## src/rtl/udp_pixel_wr_sched.sv

```systemverilog
// Buffers parsed UDP RGB pixels with linear raster addresses and issues them
// to the frame-buffer writer over a req/ack handshake.
module udp_pixel_wr_sched #(
  parameter int H_ACTIVE   = 640,
  parameter int V_ACTIVE   = 480,
  parameter int FIFO_DEPTH = 4,
  parameter int ADDR_W     = 19
) (
  input  logic              i_clk,
  input  logic              i_rst_n,
  input  logic              i_pix_valid,
  input  logic [7:0]        i_channel_B,
  input  logic [7:0]        i_channel_G,
  input  logic [7:0]        i_channel_R,
  input  logic              i_frame_sync,
  output logic              o_wr_req,
  output logic [ADDR_W-1:0] o_wr_addr,
  output logic [23:0]       o_wr_data,
  input  logic              i_wr_ack,
  output logic              o_frame_done,
  output logic              o_overflow,
  output logic              o_busy
);

  localparam int PTR_W = $clog2(FIFO_DEPTH);
  localparam int ENT_W = ADDR_W + 24;
  localparam logic [ADDR_W-1:0] LAST_ADDR = ADDR_W'(H_ACTIVE * V_ACTIVE - 1);
  localparam logic [PTR_W:0]    FULL_CNT  = (PTR_W + 1)'(FIFO_DEPTH);

  typedef enum logic {S_IDLE, S_REQ} state_t;

  state_t            state, state_next;
  logic [ENT_W-1:0]  mem [FIFO_DEPTH];
  logic [PTR_W-1:0]  wr_ptr, rd_ptr;
  logic [PTR_W:0]    count;
  logic [ADDR_W-1:0] addr_cnt, pix_addr;
  logic              fifo_empty, pop, push, frame_wrap;

  assign fifo_empty = (count == '0);
  assign pix_addr   = i_frame_sync ? '0 : addr_cnt;
  assign frame_wrap = i_pix_valid && !i_frame_sync && (addr_cnt == LAST_ADDR);
  // A full FIFO can still take a pixel if the head leaves on the same edge.
  assign push       = i_pix_valid && ((count < FULL_CNT) || pop);

  always_ff @(posedge i_clk or negedge i_rst_n) begin
    if (!i_rst_n) state <= S_IDLE;
    else          state <= state_next;
  end

  always_comb begin
    state_next = state;
    pop        = 1'b0;
    case (state)
      S_IDLE: begin
        if (!fifo_empty) begin
          pop        = 1'b1;
          state_next = S_REQ;
        end
      end
      S_REQ: begin
        if (i_wr_ack) begin
          if (!fifo_empty) pop = 1'b1;
          else             state_next = S_IDLE;
        end
      end
      default: state_next = S_IDLE;
    endcase
  end

  always_ff @(posedge i_clk) begin
    if (push) mem[wr_ptr] <= {pix_addr, i_channel_B, i_channel_G, i_channel_R};
  end

  always_ff @(posedge i_clk or negedge i_rst_n) begin
    if (!i_rst_n) begin
      wr_ptr <= '0;
      rd_ptr <= '0;
      count  <= '0;
    end else begin
      if (push) wr_ptr <= wr_ptr + PTR_W'(1);
      if (pop)  rd_ptr <= rd_ptr + PTR_W'(1);
      case ({push, pop})
        2'b10:   count <= count + (PTR_W + 1)'(1);
        2'b01:   count <= count - (PTR_W + 1)'(1);
        default: count <= count;
      endcase
    end
  end

  always_ff @(posedge i_clk or negedge i_rst_n) begin
    if (!i_rst_n) begin
      o_wr_addr <= '0;
      o_wr_data <= '0;
    end else if (pop) begin
      {o_wr_addr, o_wr_data} <= mem[rd_ptr];
    end
  end

  // Dropped pixels still consume an address so the raster stays aligned.
  always_ff @(posedge i_clk or negedge i_rst_n) begin
    if (!i_rst_n) begin
      addr_cnt     <= '0;
      o_frame_done <= 1'b0;
      o_overflow   <= 1'b0;
    end else begin
      o_frame_done <= frame_wrap;
      if (i_frame_sync)
        addr_cnt <= i_pix_valid ? ADDR_W'(1) : '0;
      else if (i_pix_valid)
        addr_cnt <= (addr_cnt == LAST_ADDR) ? '0 : addr_cnt + ADDR_W'(1);
      if (i_pix_valid && !push) o_overflow <= 1'b1;
      else if (i_frame_sync)    o_overflow <= 1'b0;
    end
  end

  assign o_wr_req = (state == S_REQ);
  assign o_busy   = !fifo_empty || o_wr_req;

endmodule

```

## config.mk

```make
export PLATFORM = sky130hd
export DESIGN_NAME = udp_pixel_wr_sched
export DESIGN_NICKNAME = d
export VERILOG_FILES = /design/src/rtl/udp_pixel_wr_sched.sv
export SDC_FILE = /design/constraint.sdc
export NUM_CORES = 1
export LEC_CHECK = 0
export CORE_ASPECT_RATIO = 1.75
export CORE_MARGIN = 2
export CORE_UTILIZATION = 50
export CTS_CLUSTER_SIZE = 16
export DETAILED_ROUTE_END_ITERATION = 7
export PLACE_DENSITY = 0.72
export SLEW_MARGIN = 5
export SYNTH_ARGS = -nofsm -noshare
export SYNTH_HDL_FRONTEND = slang
export SYNTH_SLANG_ARGS = --single-unit
```

## constraint.sdc

```tcl
create_clock -name i_clk -period 2.25 [get_ports i_clk]
set_input_delay 0.3375 -clock i_clk [delete_from_list [all_inputs] [get_ports i_clk]]
set_output_delay 0.3375 -clock i_clk [all_outputs]
set_load 0.05 [all_outputs]
```

==> results of run 1 <==
[kinds of logic (layout without fill, tap and decap cells)]
logic type      after synthesis  in the layout
simple gates                 87             87
flops                       244            244
buf+inv                      38            146
fa+ha+maj                     7              7
compound gates               36             36
xor+xnor                     11             11
mux                          86             86
[flip-flops by register name, indices dropped and copies added, names as in the netlist]
| signal | cells |
|---|---|
| count | 3 |
| rd_ptr | 2 |
| mem | 172 |
| o_overflow | 1 |
| addr_cnt | 19 |
| o_wr_addr | 19 |
| o_wr_req | 1 |
| o_frame_done | 1 |
| wr_ptr | 2 |
| o_wr_data | 24 |
[power by group through the flow]
stage	logic (mW)	clock network [mW]	registers, mW
2_1_floorplan	2.35	0	7.70
3_3_place_gp	5.35	0	6.41
6_report	5.34	3.49	6.38
5_1_grt	5.67	3.75	6.49
4_1_cts	5.47	3.56	6.40
3_5_place_dp	5.45	0	6.49
[worst reg2reg max path, delay by kind of cell (launching register included)]
kind / cells / cell delay (ns)
buf+inv: 1 / 0.07
compound gates: 1 / 0.19
fa+ha+maj: 2 / 0.64
flops: 1 / 0.43
simple gates: 2 / 0.56
[final timing paths]
kind | from | to | slack (ns) | cells past startpoint
hold reg to reg | o_overflow | o_overflow | 0.50 | 1
setup / recovery | o_wr_addr[12] | o_wr_addr[12] | 0.18 | 1
setup reg to reg | count[2] | count[1] | 0.29 | 6
min in group i_clk | i_channel_R[7] | mem[1][7] | 0.48 | 1
hold / removal | i_rst_n | o_wr_data[20] | 0.37 | 2
max in group asynchronous | i_rst_n | rd_ptr[1] | 1.23 | 3
[metal layers]
metal	routed length, microns	global-route usage, %	share of wire (%)
met1	6360	20.1	37
met2	10100	34.1	58
met3	426	1.92	2.5
met4	450	5.67	2.6
met5	0	0	0
[cell type report]
class | count | area, sq um
Tap cell | 238 | 298
Sequential cell | 244 | 6970
Clock inverter | 6 | 65.1
Timing Repair Buffer | 98 | 1030
Fill cell | 1348 | 7230
Clock buffer | 32 | 607
Multi-Input combinational cell | 227 | 2420
Inverter | 10 | 37.5
[metrics by stage]
step | util, % | setup TNS, ns | setup WS, ns | area, sq um
after global routing | 61.2 | 0 | 0.141 | 11400
after CTS | 61.2 | 0 | 0.161 | 11400
final | 61.2 | 0 | 0.183 | 11400
after floorplan | - | 0 | 0.0508 | 9550
after detailed placement | 57.6 | -0.0214 | -0.0214 | 10700
after global placement | 57.6 | 0 | 0.0309 | 10700
[repair_timing]
item / 4_1_cts / 5_1_grt
gates resized for setup: 0 / 1
hold buffers: 1 / 0
endpoints found under the setup margin: 0 / 1
endpoints found under the hold margin: 38 / 0
[layout by cell type, fill, tap and decap left out, types with 8 or more instances in the layout]
cell type and n:
buf_12 9, buf_4 15, clkbuf_16 21, clkdlybuf4s50_1 73, dfrtp_1 69, edfxtp_1 172
inv_1 10, mux2_2 43, mux4_2 43, nand2_1 14, nor2_1 10, nor2b_1 18
o21ai_0 8
==> metrics.txt, run 1 <==
Max VDD drop=941 uV; Final setup viols=0; Post-DRT Antenna Nets=0; num ports=76; Hold Crit Class=in2async; vias=4782; critical path's largest stage delay=0.82 ns; row count=66; Crit path max-delay family=buffers and inverters; xor-xnor portion of the synthesized cell area=1.01%; Req. time, crit path=1.91 ns; Post-Synth Adder-Cell Area=0.997%; drt first pass iters=4; synth unique cells=46; fin crit period=2.07 ns; final hold vios=0; port buffer count=75; Synth top area share=54.1%; Synth area leaders=edfxtp_1 54%, dfrtp_1 19%, mux4_2 10%; initial core utilization=51.1%; run status=complete, no violations; WS Path Type=reg2out; clock skew=0.0184 ns; Tcrit/Tclk final=91.9%; fin. max-slew vios=0; internal power=10.3 mW; CTS buffer count=21; syn_nets=545; share of layout cells above drive strength 1=24.8%; CP Launch Type=register; Synth Area in Compound Gates=2.53%; Buf/Inv on CP=1; number of synthesized flops with an enable pin=172; Worst EP arrival=1.73 ns; Seq pwr share=42.0%; largest net degree at the start of global routing=46; Die W=108 microns; clock root buffer=clkbuf_16; slew margin rel.=60.9%; Worst-Margin Slew=0.587 ns; Layout Cells excl Fill=855; Fin Hold WS=0.373 ns; RSZ-0062 raised after global routing=no; Final #Nets=638; CP Max Fanout=2; Post-Synth Simple-Gate Area=5.44%; synthesis-stage register bit count=244; Yosys Warn Count=0; Die Y=187 microns; top cells by count, synth=172 x edfxtp_1, 72 x dfrtp_1, 43 x mux2_2, 43 x mux4_2, 18 x nor2b_1; power share of the combinational group=35.1%; Via density=5.59; largest family of logic cells by synthesized area=multiplexers; CTS Buffer Depth=3; Post-Synthesis Cells=509; slowest CP cell=clkdlybuf4s50_1; first-pass GRT wire length=27.7 mm; placed insts=816; ys flop type=edfxtp_1; crit-path cells=clkdlybuf4s50_1; GRT overflow=0; Final Wtd Congestion=0.850; WL/cell=20.3 microns; vias in the first global route=5109; fmax=0.484 GHz; number of H-tree levels=1; Inserted Diodes=0; mean post-synth cell area=18.7 sq um; Placeable Area=0.0187 sq mm; PwrDens=1330 mW/mm^2; Synth area leader=edfxtp_1; DR DRC count=0; Power, Total=15.2 mW; NetSw=4.92 mW; Die ar.=0.0202 sq mm; clock sinks=244; top-count cell post-synth=edfxtp_1; Async S/R FF share, synth=29.5%; Final HPWL DP=11.6 mm; switching share of total power=32.3%; Clk network pwr share=22.9%; Post-CTS Setup Bufs=0; initial antenna violation count=0; crit end category=output pin; share of the yosys chip area belonging to registers=73.0%; max cap viols=0; Initial DRC Count=242; post-synthesis mux area share=15.2%; Lkg Pwr=3.93 nW; CTS tree=built; All-Layer GR Usage=17.8%; Routed WL=17.4 mm; Worst-path clk slew=0.07 ns; Post-Syn Area=0.00954 sq mm; worst skew pair latency=0.50 ns; area grow syn2layout=19.8%
Power figures use the tool's default switching activity.
==> run 2, diff against run 1 <==
CORE_UTILIZATION = 45   (was 50)
PLACE_DENSITY = 0.66   (was 0.72)
TNS_END_PERCENT = 1   (was not set)
==> metrics.txt, run 2 (same netlist as run 1, synthesis figures left out) <==
run status=complete, no violations; Final setup viols=0; Worst EP arrival=1.75 ns; clock root buffer=clkbuf_16; FILL cells=1675; Die W=114 microns; CTS buffer count=21; Worst-Margin Slew=0.591 ns; Initial DRC Count=266; vias in the first global route=5243; Req. time, crit path=1.91 ns; Buf/Inv on CP=1; Inserted Diodes=0; CP Launch Type=register; Power, Total=15.2 mW; fin. max-slew vios=0; worst skew pair latency=0.50 ns; critical path's largest stage delay=0.52 ns; Fin Hold WS=0.341 ns; RSZ-0062 raised after global routing=no; Multi-input gate area=0.00241 sq mm; Crit path max-delay family=simple AND/OR/NAND/NOR gates; Max VDD drop=547 uV; most frequent cells in the layout=172 x edfxtp_1, 73 x clkdlybuf4s50_1, 70 x dfrtp_1, 43 x mux4_2, 43 x mux2_2; Tcrit/Tclk final=92.6%; PnR worst setup slack=0.167 ns; R2R Path Start=addr_cnt[16]; WL/cell=20.2 microns; Hold Crit Class=in2async; DR DRC count=0; CTS tree=built; Lkg Pwr=3.94 nW; vias=4884; drt first pass iters=4; initial core utilization=45.8%; first-pass GRT wire length=28.5 mm; most common cell after layout, fill and taps aside=edfxtp_1; CTS Buffer Depth=3; top flop regs=mem x172, o_wr_data x24; PwrDens=1330 mW/mm^2; port buffer count=75; clock sinks=244; Setup crit start=count[2]; register area=0.00697 sq mm; crit-path cells=nor3_1, nand2b_1, buf_4; clock skew=0.0115 ns; Post-DRT Antenna Nets=0; crit end category=output pin; Routed WL=17.7 mm; WS Path Type=reg2out; GRT overflow=0; number of H-tree levels=1; initial antenna violation count=0; Via density=5.59; max cap viols=0; row count=70; slowest CP cell=nor3_1; num ports=76; Final #Nets=643; Die ar.=0.0224 sq mm; post-layout util=55.0%; Setup TNS Final=0 ns; slew margin rel.=60.3%; All-Layer GR Usage=16.4%; CP Max Fanout=4; PostCTS Resize Cnt=0; fin crit period=2.08 ns; Placeable Area=0.0208 sq mm; area grow syn2layout=20.2%; Die Y=197 microns; max reg flops=172; Setup WS pre-CTS=-0.143 ns; Worst-path clk slew=0.07 ns; final hold vios=0; share of layout cells above drive strength 1=24.9%; largest net degree at the start of global routing=37; Final Wtd Congestion=0.820; fmax=0.480 GHz; Largest Register=mem; Final HPWL DP=11.8 mm
-- run 2: area by class of cell --
| cell class | count | share of cell area [%] |
|---|---|---|
| Inverter | 10 | 0.327 |
| Multi-Input combinational cell | 227 | 21.1 |
| Clock buffer | 25 | 4.80 |
| Timing Repair Buffer | 103 | 9.23 |
| Sequential cell | 244 | 60.8 |
| Tap cell | 252 | 2.75 |
| Clock inverter | 13 | 1.04 |
-- run 2: per-stage QoR --
| step | cells | instance area, sq um |
|---|---|---|
| finish | 874 | 11500 |
| detailed placement | 835 | 10800 |
| global placement | 835 | 10800 |
| global route | 874 | 11500 |
| CTS | 874 | 11500 |
| floorplan | 509 | 9540 |
-- run 2: per-layer routing --
layer | vias up | GRT usage, % | part of all wire [%]
li1 | 2194 | - | -
met1 | 2555 | 18.5 | 36
met2 | 108 | 31.9 | 58
met3 | 27 | 2.18 | 3.3
met4 | 0 | 4.61 | 2.1
met5 | - | 0 | 0
-- run 2: power breakdown --
part / switching [mW] / internal, mW / total (mW)
combinational: 2.93 / 2.36 / 5.30
sequential: 0.489 / 5.94 / 6.43
clock: 1.52 / 1.99 / 3.51
-- run 2: path summary, 6_finish.rpt --
| kind | endpoint | slack [ns] | depth (start not counted) |
|---|---|---|---|
| max reg2reg | addr_cnt[3] | 0.20 | 4 |
| min reg2reg | o_wr_data[12] | 0.51 | 1 |
| max | o_busy | 0.17 | 3 |
| max in group asynchronous | o_wr_data[22] | 1.27 | 3 |
| min | count[1] | 0.34 | 2 |
| min in group i_clk | mem[3][19] | 0.47 | 1 |
-- run 2: repair_timing --
action,in CTS,in global routing
hold buffers,1,0
buffers inserted,0,0
hold endpoints to repair,29,0
==> run 3, diff against run 2 <==
SLEW_MARGIN = not set   (was 5)
==> results of run 3 <==
No change in the layout: final DEF, timing and power equal those of run 2.
